[src/rtl/cc_pkg.sv]
// Shared cache-controller definitions: line geometry, fill-FIFO entry format
// and the line deserializer FSM states.
package cc_pkg;

   localparam int unsigned LINE_W   = 512;
   localparam int unsigned BEAT_W   = 64;
   localparam int unsigned BEATS    = 8;
   localparam int unsigned OFFSET_W = 6;
   localparam int unsigned FIFO_W   = OFFSET_W + LINE_W;
   localparam int unsigned IDX_W    = $clog2(BEATS);

   typedef enum logic [1:0] {
      IDLE = 2'd0,
      FILL = 2'd1,
      PUSH = 2'd2
   } deser_state_e;

   // Fill-FIFO entry, identical to what the serializer consumes
   typedef struct packed {
      logic [OFFSET_W-1:0] offset;
      logic [LINE_W-1:0]   line;
   } fifo_entry_t;

   // Line slot for the cnt-th beat of a critical-word-first wrapping burst
   function automatic logic [IDX_W-1:0] beat_slot(input logic [OFFSET_W-1:0] off,
                                                  input logic [IDX_W-1:0]    cnt);
      return IDX_W'(off[OFFSET_W-1:3] + cnt);
   endfunction

endpackage

[src/rtl/cc_line_deserializer_if.sv]
// Request, memory read channel and fill-FIFO signals of the line deserializer.
interface cc_line_deserializer_if;
   import cc_pkg::*;

   logic                req_valid_i;
   logic [OFFSET_W-1:0] req_offset_i;
   logic                req_ready_o;
   logic [BEAT_W-1:0]   mem_rdata_i;
   logic                mem_rlast_i;
   logic                mem_rvalid_i;
   logic                mem_rready_o;
   logic                fifo_full_i;
   logic                fifo_wren_o;
   fifo_entry_t         fifo_wdata_o;
   logic                err_o;

   modport slave (
      input  req_valid_i, req_offset_i, mem_rdata_i, mem_rlast_i, mem_rvalid_i, fifo_full_i,
      output req_ready_o, mem_rready_o, fifo_wren_o, fifo_wdata_o, err_o
   );

   modport master (
      output req_valid_i, req_offset_i, mem_rdata_i, mem_rlast_i, mem_rvalid_i, fifo_full_i,
      input  req_ready_o, mem_rready_o, fifo_wren_o, fifo_wdata_o, err_o
   );

endinterface

[src/rtl/cc_line_buf.sv]
// Eight-beat line buffer: indexed beat writes, whole line read flat.
module cc_line_buf
   import cc_pkg::*;
(
   input  logic              clk,
   input  logic              rst,
   input  logic              wr_en_i,
   input  logic [IDX_W-1:0]  wr_idx_i,
   input  logic [BEAT_W-1:0] wr_data_i,
   output logic [LINE_W-1:0] line_o
);

   logic [BEAT_W-1:0] mem_q [BEATS];

   // Beat storage; slots keep their contents until the next fill overwrites them
   always_ff @(posedge clk or posedge rst) begin
      if (rst) begin
         for (int unsigned i = 0; i < BEATS; i++) mem_q[i] <= '0;
      end else if (wr_en_i) begin
         mem_q[wr_idx_i] <= wr_data_i;
      end
   end

   for (genvar g = 0; g < BEATS; g++) begin : g_flat
      assign line_o[g*BEAT_W +: BEAT_W] = mem_q[g];
   end

endmodule

[src/rtl/cc_line_deserializer.sv]
// Reassembles a critical-word-first 8-beat read burst into a natural-order
// cache line and writes {offset, line} into the fill FIFO.
// Optional rlast protocol checking is built when CC_DESER_RLAST_CHK_EN is defined.
module cc_line_deserializer
   import cc_pkg::*;
(
   input  logic                  clk,
   input  logic                  rst,
   cc_line_deserializer_if.slave bus
);

   deser_state_e        state_q, state_d;
   logic [IDX_W-1:0]    cnt_q, cnt_d;
   logic [OFFSET_W-1:0] off_q, off_d;
   logic                req_ready_q, req_ready_d;
   logic                mem_rready_q, mem_rready_d;
   logic                fifo_wren_c;
   logic                beat_acc_c;
   logic [LINE_W-1:0]   line_c;
   logic [FIFO_W-1:0]   entry_c;

   assign beat_acc_c = mem_rready_q & bus.mem_rvalid_i;

   // Next state, beat counter, offset capture and FIFO write strobe
   always_comb begin
      state_d     = state_q;
      cnt_d       = cnt_q;
      off_d       = off_q;
      fifo_wren_c = 1'b0;
      unique case (state_q)
         IDLE: begin
            if (bus.req_valid_i) begin
               off_d   = bus.req_offset_i;
               cnt_d   = '0;
               state_d = FILL;
            end
         end
         FILL: begin
            if (beat_acc_c) begin
               cnt_d = IDX_W'(cnt_q + 1'b1);
               if (cnt_q == IDX_W'(BEATS - 1)) state_d = PUSH;
            end
         end
         PUSH: begin
            fifo_wren_c = ~bus.fifo_full_i;
            if (!bus.fifo_full_i) state_d = IDLE;
         end
         default: state_d = IDLE;
      endcase
      req_ready_d  = (state_d == IDLE);
      mem_rready_d = (state_d == FILL);
   end

   // State and handshake registers
   always_ff @(posedge clk or posedge rst) begin
      if (rst) begin
         state_q      <= IDLE;
         cnt_q        <= '0;
         off_q        <= '0;
         req_ready_q  <= 1'b1;
         mem_rready_q <= 1'b0;
      end else begin
         state_q      <= state_d;
         cnt_q        <= cnt_d;
         off_q        <= off_d;
         req_ready_q  <= req_ready_d;
         mem_rready_q <= mem_rready_d;
      end
   end

   cc_line_buf u_line_buf (
      .clk       (clk),
      .rst       (rst),
      .wr_en_i   (beat_acc_c),
      .wr_idx_i  (beat_slot(off_q, cnt_q)),
      .wr_data_i (bus.mem_rdata_i),
      .line_o    (line_c)
   );

   assign entry_c          = {off_q, line_c};
   assign bus.fifo_wdata_o = entry_c;
   assign bus.fifo_wren_o  = fifo_wren_c;
   assign bus.req_ready_o  = req_ready_q;
   assign bus.mem_rready_o = mem_rready_q;

`ifdef CC_DESER_RLAST_CHK_EN
   logic err_q, err_d;

   // Sticky flag: rlast must be set on the eighth accepted beat and only there
   always_comb begin
      err_d = err_q;
      if (beat_acc_c && (bus.mem_rlast_i != (cnt_q == IDX_W'(BEATS - 1)))) err_d = 1'b1;
   end

   // Error register, cleared only by reset
   always_ff @(posedge clk or posedge rst) begin
      if (rst) err_q <= 1'b0;
      else     err_q <= err_d;
   end

   assign bus.err_o = err_q;
`else
   logic unused_rlast;
   assign unused_rlast = bus.mem_rlast_i;
   assign bus.err_o    = 1'b0;
`endif

endmodule

[src/flat_wrapper.sv]
// flat-port wrapper written by rule: the top's interface ports become plain ports
module cc_line_deserializer_flat import cc_pkg::*;
  (clk, rst, bus_req_valid_i, bus_req_offset_i, bus_mem_rdata_i, bus_mem_rlast_i, bus_mem_rvalid_i, bus_fifo_full_i, bus_req_ready_o, bus_mem_rready_o, bus_fifo_wren_o, bus_fifo_wdata_o, bus_err_o);
  cc_line_deserializer_if bus_i ();
  input  logic clk;
  input  logic rst;
  input wire logic [$bits(bus_i.req_valid_i)-1:0] bus_req_valid_i;
  input wire logic [$bits(bus_i.req_offset_i)-1:0] bus_req_offset_i;
  input wire logic [$bits(bus_i.mem_rdata_i)-1:0] bus_mem_rdata_i;
  input wire logic [$bits(bus_i.mem_rlast_i)-1:0] bus_mem_rlast_i;
  input wire logic [$bits(bus_i.mem_rvalid_i)-1:0] bus_mem_rvalid_i;
  input wire logic [$bits(bus_i.fifo_full_i)-1:0] bus_fifo_full_i;
  output wire logic [$bits(bus_i.req_ready_o)-1:0] bus_req_ready_o;
  output wire logic [$bits(bus_i.mem_rready_o)-1:0] bus_mem_rready_o;
  output wire logic [$bits(bus_i.fifo_wren_o)-1:0] bus_fifo_wren_o;
  output wire logic [$bits(bus_i.fifo_wdata_o)-1:0] bus_fifo_wdata_o;
  output wire logic [$bits(bus_i.err_o)-1:0] bus_err_o;
  assign bus_i.req_valid_i = bus_req_valid_i;
  assign bus_i.req_offset_i = bus_req_offset_i;
  assign bus_i.mem_rdata_i = bus_mem_rdata_i;
  assign bus_i.mem_rlast_i = bus_mem_rlast_i;
  assign bus_i.mem_rvalid_i = bus_mem_rvalid_i;
  assign bus_i.fifo_full_i = bus_fifo_full_i;
  assign bus_req_ready_o = bus_i.req_ready_o;
  assign bus_mem_rready_o = bus_i.mem_rready_o;
  assign bus_fifo_wren_o = bus_i.fifo_wren_o;
  assign bus_fifo_wdata_o = bus_i.fifo_wdata_o;
  assign bus_err_o = bus_i.err_o;
  cc_line_deserializer u_core (.clk(clk), .rst(rst), .bus(bus_i));
endmodule
[config.mk]
export PLATFORM = sky130hd
export DESIGN_NAME = cc_line_deserializer_flat
export DESIGN_NICKNAME = d
export VERILOG_FILES = /design/src/rtl/cc_pkg.sv /design/src/rtl/cc_line_deserializer_if.sv /design/src/rtl/cc_line_buf.sv /design/src/rtl/cc_line_deserializer.sv /design/src/flat_wrapper.sv
export SDC_FILE = /design/constraint.sdc
export NUM_CORES = 1
export LEC_CHECK = 0
export BUFFER_PORTS_ARGS = -buffer_cell sky130_fd_sc_hd__buf_2
export CORE_AREA = 2 2 230 232
export CTS_CLUSTER_SIZE = 30
export DETAILED_ROUTE_END_ITERATION = 10
export DIE_AREA = 0 0 232 234
export GPL_TIMING_DRIVEN = 0
export PLACE_DENSITY_LB_ADDON = 0.3
export SKIP_LAST_GASP = 1
export SYNTH_ARGS = -nofsm -noshare
export SYNTH_HDL_FRONTEND = slang
export SYNTH_SLANG_ARGS = --single-unit
[constraint.sdc]
create_clock -name clk -period 15.1 [get_ports clk]
set_input_delay 0.755 -clock clk [delete_from_list [all_inputs] [get_ports clk]]
set_output_delay 0.755 -clock clk [all_outputs]
set_load 0.1 [all_outputs]
Word-level counts from Yosys, hierarchy flattened
Cells that the tools add are included.
W data, S select, Z words.
{"block": "totals", "ff_bits": 525, "latchBits": 0, "ram_bits": 0, "mem_bits_ro": 0, "inputBits": 76, "out_inout_bits": 522, "elab_cells": 44, "mem_count": 0}
{"block": "op_classes", "add_sub_neg": 2, "mul": 0, "n_div": 0, "magnitude_cmp": 2, "n_eq_ne": 6, "shift": 0, "muxes": 12, "bitwise": 3, "n_reduce_logical": 6}
{"op": "$bwmux W512", "count": 1}
{"op": "$demux W64 S3", "count": 1}
{"op": "$mux W64", "count": 1}
{"op": "$mux W2", "count": 4}
{"op": "$mux W3", "count": 2}
{"op": "$pmux W2 S3", "count": 1}
{"op": "$pmux W3 S2", "count": 1}
{"op": "$eq A2 B1 Y1 const B", "count": 2}
{"op": "$ge A4 B4 Y1 const B", "count": 1}
{"op": "$logic_not A2 Y1", "count": 2}
{"op": "$lt A4 B1 Y1 const B", "count": 1}
{"op": "$not A3 Y4", "count": 1}
{"op": "$add A3 B1 Y3 const B", "count": 1}
{"op": "$add A3 B3 Y3", "count": 1}
{"op": "$eq A3 B3 Y1 const B", "count": 1}
{"op": "$reduce_and A3 Y1", "count": 1}
{"op": "$eq A2 B2 Y1 const B", "count": 1}
{"op": "$ne A2 B1 Y1 const B", "count": 1}
{"op": "$ne A2 B2 Y1 const B", "count": 1}
{"op": "$reduce_and A2 Y1", "count": 1}
{"op": "$reduce_bool A2 Y1", "count": 1}
{"op": "$and A1 B1 Y1", "count": 1}
{"op": "$logic_and A1 B1 Y1", "count": 1}
{"op": "$mux W1", "count": 1}
{"op": "$not A1 Y1", "count": 1}

Longest topological paths before layout
Gate-level depths: netlist of the first run.
{"block": "logic_depth", "ltp_word": 7, "ltp_mapped": 7, "ltp_nobuf": 5}

Cells and area by module
From an unflattened synthesis of the first run, not the netlist that was laid out.
{"block": "unflattened", "cells_unflattened": 1144, "area_unflattened_um2": 19827.8}
{"mod": "cc_line_buf", "n_inst": 1, "cells_per_inst": 1088, "area_per_inst_um2": 19180.9, "seq_area_each_um2": 12812.3}
{"mod": "cc_line_deserializer", "n_inst": 1, "cells_per_inst": 56, "area_per_inst_um2": 646.9, "seq_area_each_um2": 326.6}

Least setup slack after synthesis of the first run
OpenSTA, ideal clock, no wires.
{"block": "synth_timing", "path_kind": "input to output", "from": "input bus_fifo_full_i", "to": "output bus_fifo_wren_o", "arrival_ns": 2.967, "required_ns": 14.345, "path_slack_ns": 11.378, "path_stages": 1, "path_buffers": 0, "cell_sequence": "nor3b_1"}
{"block": "synth_via", "elab_chain_cells": 2}
{"item": "start: declaration", "line": "flat_wrapper.sv:12", "rtl": "input wire logic [$bits(bus_i.fifo_full_i)-1:0] bus_fifo_full_i;"}
{"item": "$not A1 Y1", "line": "cc_line_deserializer.sv:45", "rtl": "fifo_wren_c = ~bus.fifo_full_i;"}
{"item": "$mux W1", "line": "cc_line_deserializer.sv:30", "rtl": "unique case (state_q)"}
{"item": "end: declaration", "line": "flat_wrapper.sv:15", "rtl": "output wire logic [$bits(bus_i.fifo_wren_o)-1:0] bus_fifo_wren_o;"}
Every way passes these cells.

Worst setup path in the final report of the first run
{"block": "layout_timing", "from": "register u_core.cnt_q[0]", "to": "register u_core.u_line_buf.mem_q, in the netlist u_core.u_line_buf.line_o[261]"}
{"block": "layout_via", "elab_chain_cells": 7, "elab_cells_between_ends": 8, "cone_classes": "add/sub: 1; order compare: 2; mux: 3; bitwise: 1; reduce/logical: 1"}
{"item": "start: declaration", "line": "cc_line_deserializer.sv:13", "rtl": "logic [IDX_W-1:0] cnt_q, cnt_d;"}
{"item": "start signal: assignment", "line": "cc_line_deserializer.sv:64", "rtl": "cnt_q <= cnt_d;"}
{"item": "$add A3 B3 Y3 *", "line": "cc_pkg.sv:27", "rtl": "return IDX_W'(off[OFFSET_W-1:3] + cnt);"}
{"item": "$not A3 Y4 (implied by the code) *", "line": "cc_line_buf.sv:20", "rtl": "mem_q[wr_idx_i] <= wr_data_i;"}
{"item": "$ge A4 B4 Y1 (implied by the code) / $lt A4 B1 Y1 (equally long branches)", "line": "cc_line_buf.sv:20"}
{"item": "$logic_and A1 B1 Y1 (implied by the code)", "line": "cc_line_buf.sv:20"}
{"item": "$mux W64 (implied by the code)", "line": "cc_line_buf.sv:20"}
{"item": "$demux W64 S3 *", "line": "cc_line_buf.sv:20"}
{"item": "$bwmux W512 *", "line": "cc_line_buf.sv:20"}
{"item": "end signal: indexed assignment", "line": "cc_line_buf.sv:20"}
{"item": "end: declaration", "line": "cc_line_buf.sv:13", "rtl": "logic [BEAT_W-1:0] mem_q [BEATS];"}
Every way passes the cells marked *; elsewhere a longest branch is shown, timed or not.
A chain may end at the register's enable or synchronous reset.

==> reports/results.ini, run 1 <==
[critical_path]
reg2reg_from=u_core.cnt_q[0]$_DFFE_PP0P_
critPathLaunch=u_core.cnt_q[0]$_DFFE_PP0P_
critPathLaunchType=flop
cp.required_ns=15.56
worstPathMaxFanout=10
r2r_end=u_core.u_line_buf.line_o[261]$_DFFE_PP0P_
cp-end-kind=flop
path_class=flop to flop
worstPathArrival_ns=3.87
ff2ff_setup_slack_ns=11.68
reg2reg_depth=6

[clock_network]
cts-htree-levels=2
cts_tree=yes
clkSlewWorstSetupHoldPaths_ns=0.06
postCtsResizedCells=0
clkLatencyLatePin_ns=0.59
cts.path.max_buffers=3
cts_buffers=55
cts_sinks=525
cts-hold-fix-buffers=0
cts-root-buf=clkbuf_16
postCtsSetupRepairBufs=0

[timing]
setup_viol_count_final=0
finalCritPeriodShare=0.226
fmax_mhz=293
fin_setup_tns_ns=0
layout_min_cycle_time_ns=3.42
slew_viol_final=0
finalHoldViolCount=0
maxSlewHeadroom=0.202
clock-skew-final_ns=0.0182
rsz0062_at_grt=no
worstMarginPinSlew_ns=1.19

[drt]
drc=0
vias=12429
vias_per_cell=4.90
drtIter0Drc=402
dr.pass1.iters=4
routedWlPerCell_um=22.4
postRouteAntennaNets=0
wl_um=56900

[global_route]
antenna_found_initial=3
grt_overflow_total=0
grtUsageTotal=0.205
grt_max_degree=44
grt_pass1_wl_um=83500
grt_pass1_vias=12803

[synthesis]
yosysSeqAreaShare=0.663
synthArstFlopShare=1.00
ys_types=29
synth_fp_nets=1216
syn-cell-area_um2=19800
synth_edf_count=0
avgSynthCellArea_um2=17.4
yosys_warnings=0
synth-seq-cells=525
netlist_instances=1136
synthFlopType=dfrtp_1

[layout]
multi_input_area_um2=6360
final_nets=1882
ff_latch_area_um2=13100
area_delta_synth_final_pct=30.1
final_layout_size_suffix_gt1_frac=0.687
fillers=4552

[floorplan]
die_area_um2=54300
core_um2=52000
die_h_um=234
start_util=0.381
io_pins=598
die_w_um=232
rows=84

[placement]
place_congestion=0.811
place_hpwl_um=41100
port_buffers=595

[flow_run]
maxCapViolCount=0

[run_status]
status=finished, final reports clean

[worst_hold_path]
hold_class=input pin to async pin

-- placed cells by master, fill, tap and decap left out, types with 5 or more instances in the layout --
master,n
buf_6,6
dfrtp_1,524
clkinv_2,16
nor2b_1,5
mux2_4,60
buf_2,640
clkbuf_1,13
mux2_1,5
clkbuf_16,57
clkbuf_8,11
mux2_2,453
buf_12,13
nand2_1,8
-- synthesized netlist by cell type, types with 2 or more instances --
cell,number,area [µm²]
o21ai_0,3,15.0
a22oi_1,2,15.0
mux2_4,60,901
ha_1,3,37.5
buf_6,6,67.6
dfrtp_1,524,13100
inv_1,2,7.51
mux2_1,5,56.3
buf_4,2,15.0
nand2_1,8,30.0
and4b_1,2,20.0
buf_2,45,225
nor3b_1,2,15.0
mux2_2,453,5100
nor2b_1,5,31.3
-- worst max-delay path: stages (launching register included) --
cell and delay [ns]:
dfrtp_1 0.42, ha_1 0.21, fa_1 0.36, xnor3_2 0.48
nor4_4 0.92, buf_2 0.50, mux2_2 0.38
-- cell families after synthesis --
logic type	count (synthesis)	share of synthesized area
xor gates and xnor gates	1	0.00120
muxes	519	0.306
adders and majority gates	4	0.00291
and+or+nand+nor	22	0.00764
AOI/OAI and AO/OA	8	0.00259
DFF	525	0.663
other	1	0.000189
buffers and inverters	56	0.0161
-- registers in the layout, indices dropped and copies added, names as in the netlist --
register and count:
u_core.u_line_buf.line_o 512, u_core.bus.req_ready_o 1, u_core.off_q 6, u_core.bus.mem_rready_o 1
u_core.cnt_q 3, u_core.state_q 2
-- worst max-delay path by stage --
stage | end | slack, ns | depth (start not counted)
floorplan | u_core.bus.mem_rready_o$_DFF_PP0_ | 7.21 | 1
global placement | u_core.u_line_buf.line_o[371]$_DFFE_PP0P_ | 4.47 | 2
detailed placement | u_core.u_line_buf.line_o[313]$_DFFE_PP0P_ | 11.60 | 6
CTS | u_core.u_line_buf.line_o[262]$_DFFE_PP0P_ | 11.60 | 6
global route | u_core.u_line_buf.line_o[261]$_DFFE_PP0P_ | 11.52 | 6
finish | u_core.u_line_buf.line_o[261]$_DFFE_PP0P_ | 11.68 | 6
-- metal layers --
| layer | up-vias | share of wire | global-route usage |
|---|---|---|---|
| met4 | 4 | 0.029 | 0.0725 |
| met3 | 98 | 0.066 | 0.0545 |
| met2 | 378 | 0.50 | 0.343 |
| met5 | - | 0.00039 | 0 |
| li1 | 5395 | - | - |
| met1 | 6554 | 0.41 | 0.256 |
-- metrics by stage --
| stage | hold slack [ns] | util | worst slack (ns) | std cells | area [µm²] |
|---|---|---|---|---|---|
| 2_1_floorplan | 0.488 | - | 7.21 | 1136 | 19800 |
| 6_report | 0.227 | 0.495 | 11.68 | 2538 | 25800 |
| 3_5_place_dp | 0.477 | 0.460 | 11.60 | 2433 | 23900 |
| 4_1_cts | 0.197 | 0.495 | 11.60 | 2535 | 25800 |
| 3_3_place_gp | 0.464 | 0.455 | 4.47 | 2419 | 23700 |
| 5_1_grt | 0.226 | 0.495 | 11.52 | 2535 | 25800 |
-- layout make-up --
| cell class | count | share of cell area |
|---|---|---|
| Buffer | 54 | 0.0121 |
| Antenna cell | 3 | 0.000291 |
| Inverter | 2 | 0.000437 |
| Sequential cell | 525 | 0.510 |
| Clock inverter | 22 | 0.00757 |
| Clock buffer | 80 | 0.0630 |
| Multi-Input combinational cell | 555 | 0.247 |
| Timing Repair Buffer | 609 | 0.127 |
| Tap cell | 688 | 0.0334 |
Power of run 1 is left out: the tool's default activity adds up to more than one toggle a clock period on the data nets, which glitch-free logic cannot reach.
==> run 2: changes to the inputs <==
==> constraint.sdc (replaced) <==
create_clock -name clk -period 2.9 [get_ports clk]
set_input_delay 0.145 -clock clk [delete_from_list [all_inputs] [get_ports clk]]
set_output_delay 0.145 -clock clk [all_outputs]
set_load 0.1 [all_outputs]
==> reports/results.ini, run 2 (synthesized netlist as in run 1, its figures left out) <==
[global_route]
grt_pass1_wl_um=85500  ; +2.4%
grtUsageTotal=0.208  ; +0.00302
grt_overflow_total=0  ; unchanged
antenna_found_initial=0  ; -3
grt_pass1_vias=13515  ; +5.6%
grt_max_degree=46  ; +4.5%

[layout]
final_common_cell=buf_2
area_delta_synth_final_pct=33.9
fin_area_um2=26500  ; +3.0%
largest_reg_flops=512  ; unchanged
final_nets=1960  ; +4.1%
most-common-layout-cells=616 x buf_2, 524 x dfrtp_1, 453 x mux2_2
final_layout_size_suffix_gt1_frac=0.660  ; -0.0272

[critical_path]
path_class=flop to flop
cp-end-kind=flop
worstPathMaxFanout=10  ; unchanged
reg2reg_from=u_core.cnt_q[0]$_DFFE_PP0P_
slowest_delay_ns=0.61  ; -0.31 ns
ff2ff_setup_slack_ns=0.07  ; -11.61 ns
crit_path_top_delay_cell=fa_1
worstPathArrival_ns=3.30  ; -0.57 ns
critPathLaunch=u_core.cnt_q[0]$_DFFE_PP0P_
critPathLaunchType=flop
path_cells=ha_1 -> fa_1 -> and4b_1 -> nor2b_1 -> buf_4 -> buf_2 -> mux2_2
cp.required_ns=3.37  ; -12.19 ns

[timing]
setup_viol_count_final=0  ; unchanged
rsz0062_at_grt=yes
finalCritPeriodShare=0.976  ; +0.750
maxSlewHeadroom=0.101  ; -0.101
setup_slack_ns=0.0702  ; -11.61 ns
clock-skew-final_ns=0.0190  ; +0.000790 ns
whs_ns=0.0110  ; -0.216 ns
slew_viol_final=0  ; unchanged
worstMarginPinSlew_ns=1.35  ; +0.157 ns
layout_min_cycle_time_ns=2.83  ; -0.585 ns
finalHoldViolCount=0  ; unchanged
fin_setup_tns_ns=0  ; unchanged
fmax_mhz=353  ; +21%

[drt]
wl_um=57400  ; +0.81%
vias_per_cell=4.83  ; -1.4%
routedWlPerCell_um=22.0  ; -2.0%
drc=0  ; unchanged
dr.pass1.iters=4  ; unchanged
vias=12604  ; +1.4%
drtIter0Drc=444  ; +10%
postRouteAntennaNets=0  ; unchanged

[worst_hold_path]
hold_class=input pin to flop
worstHoldStart=bus_mem_rdata_i[61]

[floorplan]
die_area_um2=54300  ; unchanged
rows=84  ; unchanged
die_h_um=234  ; unchanged
io_pins=598  ; unchanged
start_util=0.381  ; unchanged
die_w_um=232  ; unchanged
core_um2=52000  ; unchanged

[clock_network]
cts_sinks=525  ; unchanged
cts-root-buf=clkbuf_16
clkLatencyLatePin_ns=0.60  ; about the same
cts_tree=yes
cts.path.max_buffers=3  ; unchanged
cts_buffers=56  ; +1.8%
clkSlewWorstSetupHoldPaths_ns=0.06  ; about the same
cts-htree-levels=2  ; unchanged

[run_status]
status=finished, final reports clean

[placement]
dpl_cell_area_um2=23900  ; about the same
place_congestion=0.824  ; +1.6%
place_hpwl_um=41100  ; about the same
dp_slack_ns=-0.636  ; -12.24 ns
port_buffers=595  ; unchanged

[flow_run]
maxCapViolCount=0  ; unchanged

==> run 2: cell count changes in the layout (fill, tap and decap cells not counted), moves of 4 or more <==
| cell | delta |
|---|---|
| clkinv_2 | -11 |
| clkbuf_4 | +17 |
| clkbuf_1 | +4 |
| dlygate4sd3_1 | +74 |
| buf_4 | +10 |
| buf_2 | -24 |
| clkbuf_8 | +5 |
==> run 2: path summary, 6_finish.rpt <==
path	cells past startpoint	to
setup / recovery	7	u_core.u_line_buf.line_o[423]$_DFFE_PP0P_
hold / removal	2	u_core.u_line_buf.line_o[317]$_DFFE_PP0P_
setup reg to reg	7	u_core.u_line_buf.line_o[423]$_DFFE_PP0P_
hold reg to reg	1	u_core.u_line_buf.line_o[316]$_DFFE_PP0P_
max in group asynchronous	8	u_core.u_line_buf.line_o[179]$_DFFE_PP0P_
min in group asynchronous	3	u_core.u_line_buf.line_o[29]$_DFFE_PP0P_
==> run 2: per-stage QoR <==
step | cells | utilization
after floorplan | 1136 | -
after global placement | 2419 | 0.455
after detailed placement | 2433 | 0.460
after CTS | 2608 | 0.509
after global routing | 2608 | 0.510
final | 2610 | 0.510
==> run 2: final cells by class <==
cell class                      count  area [µm²]
Tap cell                          688         861
Sequential cell                   525       13100
Antenna cell                        2        5.00
Timing Repair Buffer              686        4020
Clock buffer                       89        1710
Clock inverter                      9        57.6
Buffer                             54         372
Fill cell                        4421       25500
Inverter                            2        11.3
Multi-Input combinational cell    555        6360
==> run 2: worst max-delay path: cells and delay by family, from the launching register on <==
kind	cells	cell delay (ns)
and+or+nand+nor	2	0.40
adders and majority gates	2	0.83
muxes	1	0.39
DFF	1	0.43
buffers and inverters	2	0.64
==> run 2: per-layer routing <==
metal / global-route usage / wire, µm
met4: 0.0739 / 1940
met3: 0.0516 / 3600
met1: 0.264 / 23600
met5: 0 / 0
met2: 0.346 / 28300
==> run 2: timing repair <==
action	in CTS	in global routing
pin swaps	1	1
endpoints found under the hold margin	542	0
gates resized for setup	10	17
hold buffers	74	0
buffers inserted	3	0
endpoints found under the setup margin	381	336
Power of run 2 is left out for the same reason.
==> run 3: changes to the inputs <==
==> constraint.sdc (replaced) <==
create_clock -name clk -period 2.4 [get_ports clk]
set_input_delay 0.12 -clock clk [delete_from_list [all_inputs] [get_ports clk]]
set_output_delay 0.12 -clock clk [all_outputs]
set_load 0.1 [all_outputs]
==> reports/results.ini, run 3 (synthesized netlist as in run 1, its figures left out) <==
[critical_path]
cpMostUsedCell=buf_6
r2r_end=u_core.u_line_buf.line_o[287]$_DFFE_PP0P_
crit_path_top_delay_cell=dfrtp_1
worstPathArrival_ns=3.04  ; -0.26 ns
cp-end-kind=flop
slowest_delay_ns=0.40  ; -0.21 ns
reg2reg_depth=8  ; +1
ff2ff_setup_slack_ns=-0.18  ; -0.25 ns
cp_top_family=buffers and inverters
worstPathMaxFanout=10  ; unchanged
critPathLaunchType=flop
critPathLaunch=u_core.cnt_q[0]$_DFFE_PP0P_
endpoint=u_core.u_line_buf.line_o[287]$_DFFE_PP0P_
reg2reg_from=u_core.cnt_q[0]$_DFFE_PP0P_
path_cells=ha_2 -> fa_2 -> xnor3_2 -> buf_6 -> nor4_4 -> buf_6 -> buf_12 -> mux2_2
cp.required_ns=2.87  ; -0.50 ns
worst-path-buf-inv=3  ; +1
path_class=flop to flop
cp_num_cells=8  ; +1

[clock_network]
cts_sinks=525  ; unchanged
clkLatencyLatePin_ns=0.60  ; about the same
cts.path.max_buffers=3  ; unchanged
cts_buffers=55  ; -1.8%
cts_tree=yes
cts-root-buf=clkbuf_16
cts-htree-levels=2  ; unchanged
clkSlewWorstSetupHoldPaths_ns=0.06  ; about the same

[drt]
routedWlPerCell_um=23.6  ; +7.3%
vias=12962  ; +2.8%
drc=0  ; unchanged
postRouteAntennaNets=0  ; unchanged
vias_per_cell=4.85  ; +0.45%
drtIter0Drc=614  ; +38%
wl_um=63000  ; +9.9%
dr.pass1.iters=6  ; +2

[timing]
setup_viol_count_final=382  ; +382
finalHoldViolCount=0  ; unchanged
worstMarginPinSlew_ns=1.22  ; -0.130 ns
maxSlewHeadroom=0.188  ; +0.0869
rsz0062_at_grt=yes
fin_setup_tns_ns=-30.59  ; -30.59 ns
layout_min_cycle_time_ns=2.58  ; -0.254 ns
finalCritPeriodShare=1.07  ; +0.0976
clock-skew-final_ns=0.0171  ; -0.00190 ns
setup_slack_ns=-0.176  ; -0.246 ns
fmax_mhz=388  ; +9.8%
slew_viol_final=0  ; unchanged

[layout]
final_nets=2024  ; +3.3%
multi_input_area_um2=7090  ; +11%
area_delta_synth_final_pct=46.3
final_common_cell=buf_2
fillers=4108  ; -7.1%
num_antenna_cells=0  ; -2
most-common-layout-cells=596 x buf_2, 524 x dfrtp_1, 286 x mux2_2
ff_latch_area_um2=13100  ; unchanged
final_layout_size_suffix_gt1_frac=0.680  ; +0.0200
largest_reg_flops=512  ; unchanged

[worst_hold_path]
hold_class=input pin to async pin

[global_route]
grt_pass1_wl_um=86400  ; +1.1%
grt_overflow_total=0  ; unchanged
antenna_found_initial=0  ; unchanged
grt_max_degree=46  ; unchanged
grt_pass1_vias=13514  ; -0.0074%
grtUsageTotal=0.211  ; +0.00360

[placement]
place_hpwl_um=41100  ; about the same
place_congestion=0.809  ; -1.8%
port_buffers=595  ; unchanged

[floorplan]
io_pins=598  ; unchanged
rows=84  ; unchanged
start_util=0.381  ; unchanged
core_um2=52000  ; unchanged
die_w_um=232  ; unchanged
die_area_um2=54300  ; unchanged
die_h_um=234  ; unchanged

[flow_run]
maxCapViolCount=0  ; unchanged

[run_status]
status=finished with violations
violations=negative setup slack

## run 3: cell count changes in the layout (fill, tap and decap cells not counted), moves of 5 or more
cell       previous run  this run
mux2_4               60       230
mux2_2              453       286
buf_12               14        59
buf_2               616       596
clkbuf_16            57        76
clkbuf_4             17         0
buf_4                12        28
buf_8                 0        11
clkbuf_1             17        10
buf_16                0         5
bufinv_16             0         5
## run 3: how the worst min path moves through the flow
| stage | from | to | slack (ns) | cells past startpoint |
|---|---|---|---|---|
| after detailed placement | rst | u_core.u_line_buf.line_o[24]$_DFFE_PP0P_ | 0.12 | 2 |
| after CTS | rst | u_core.u_line_buf.line_o[216]$_DFFE_PP0P_ | 0.04 | 3 |
| after floorplan | bus_mem_rdata_i[34] | u_core.u_line_buf.line_o[290]$_DFFE_PP0P_ | 0.25 | 1 |
| after global routing | rst | u_core.u_line_buf.line_o[88]$_DFFE_PP0P_ | 0.08 | 3 |
| after global placement | bus_req_offset_i[2] | u_core.off_q[2]$_DFFE_PP0P_ | 0.35 | 2 |
| final | rst | u_core.u_line_buf.line_o[406]$_DFFE_PP0P_ | 0.06 | 3 |
## run 3: repair_timing
item / CTS / global route
endpoints found under the hold margin: 576 / 0
setup buffers: 25 / 22
gates resized for setup: 134 / 248
pin swaps: 4 / 1
cloned: 5 / 21
hold buffers: 75 / 0
endpoints found under the setup margin: 512 / 499
## run 3: cell type report
cell class	instances	share of cell area
inverters	2	0.000388
flip-flops and latches	525	0.453
multi-input cells	556	0.244
clock buffers	80	0.0570
plain buffers	51	0.0294
well taps	688	0.0297
clock inverters	17	0.00760
repair buffers	753	0.178
## run 3: layer usage
| layer | part of all wire | global-route usage | vias up |
|---|---|---|---|
| met2 | 0.50 | 0.359 | 402 |
| met4 | 0.028 | 0.0689 | 0 |
| met1 | 0.42 | 0.266 | 6804 |
| met3 | 0.055 | 0.0506 | 98 |
| met5 | 0 | 0 | - |
| li1 | - | - | 5658 |
## run 3: metrics by stage
step	instance area (µm²)	util	hold WS (ns)	cells	worst slack, ns
2_1_floorplan	19800	-	0.255	1136	-4.85
3_3_place_gp	23700	0.455	0.354	2419	-7.62
3_5_place_dp	24000	0.461	0.120	2434	-1.16
4_1_cts	27400	0.527	0.0366	2636	-0.146
5_1_grt	29000	0.557	0.0769	2672	-0.263
6_report	29000	0.557	0.0646	2672	-0.176
## run 3: worst register-to-register path: cells and delay by family, from the launching register on
kind | cells | cell delay, ns
mux | 1 | 0.36
buf+inv | 3 | 0.56
xor+xnor | 1 | 0.29
fa+ha+maj | 2 | 0.53
flops | 1 | 0.40
simple gates | 1 | 0.32
Power of run 3 is left out for the same reason.
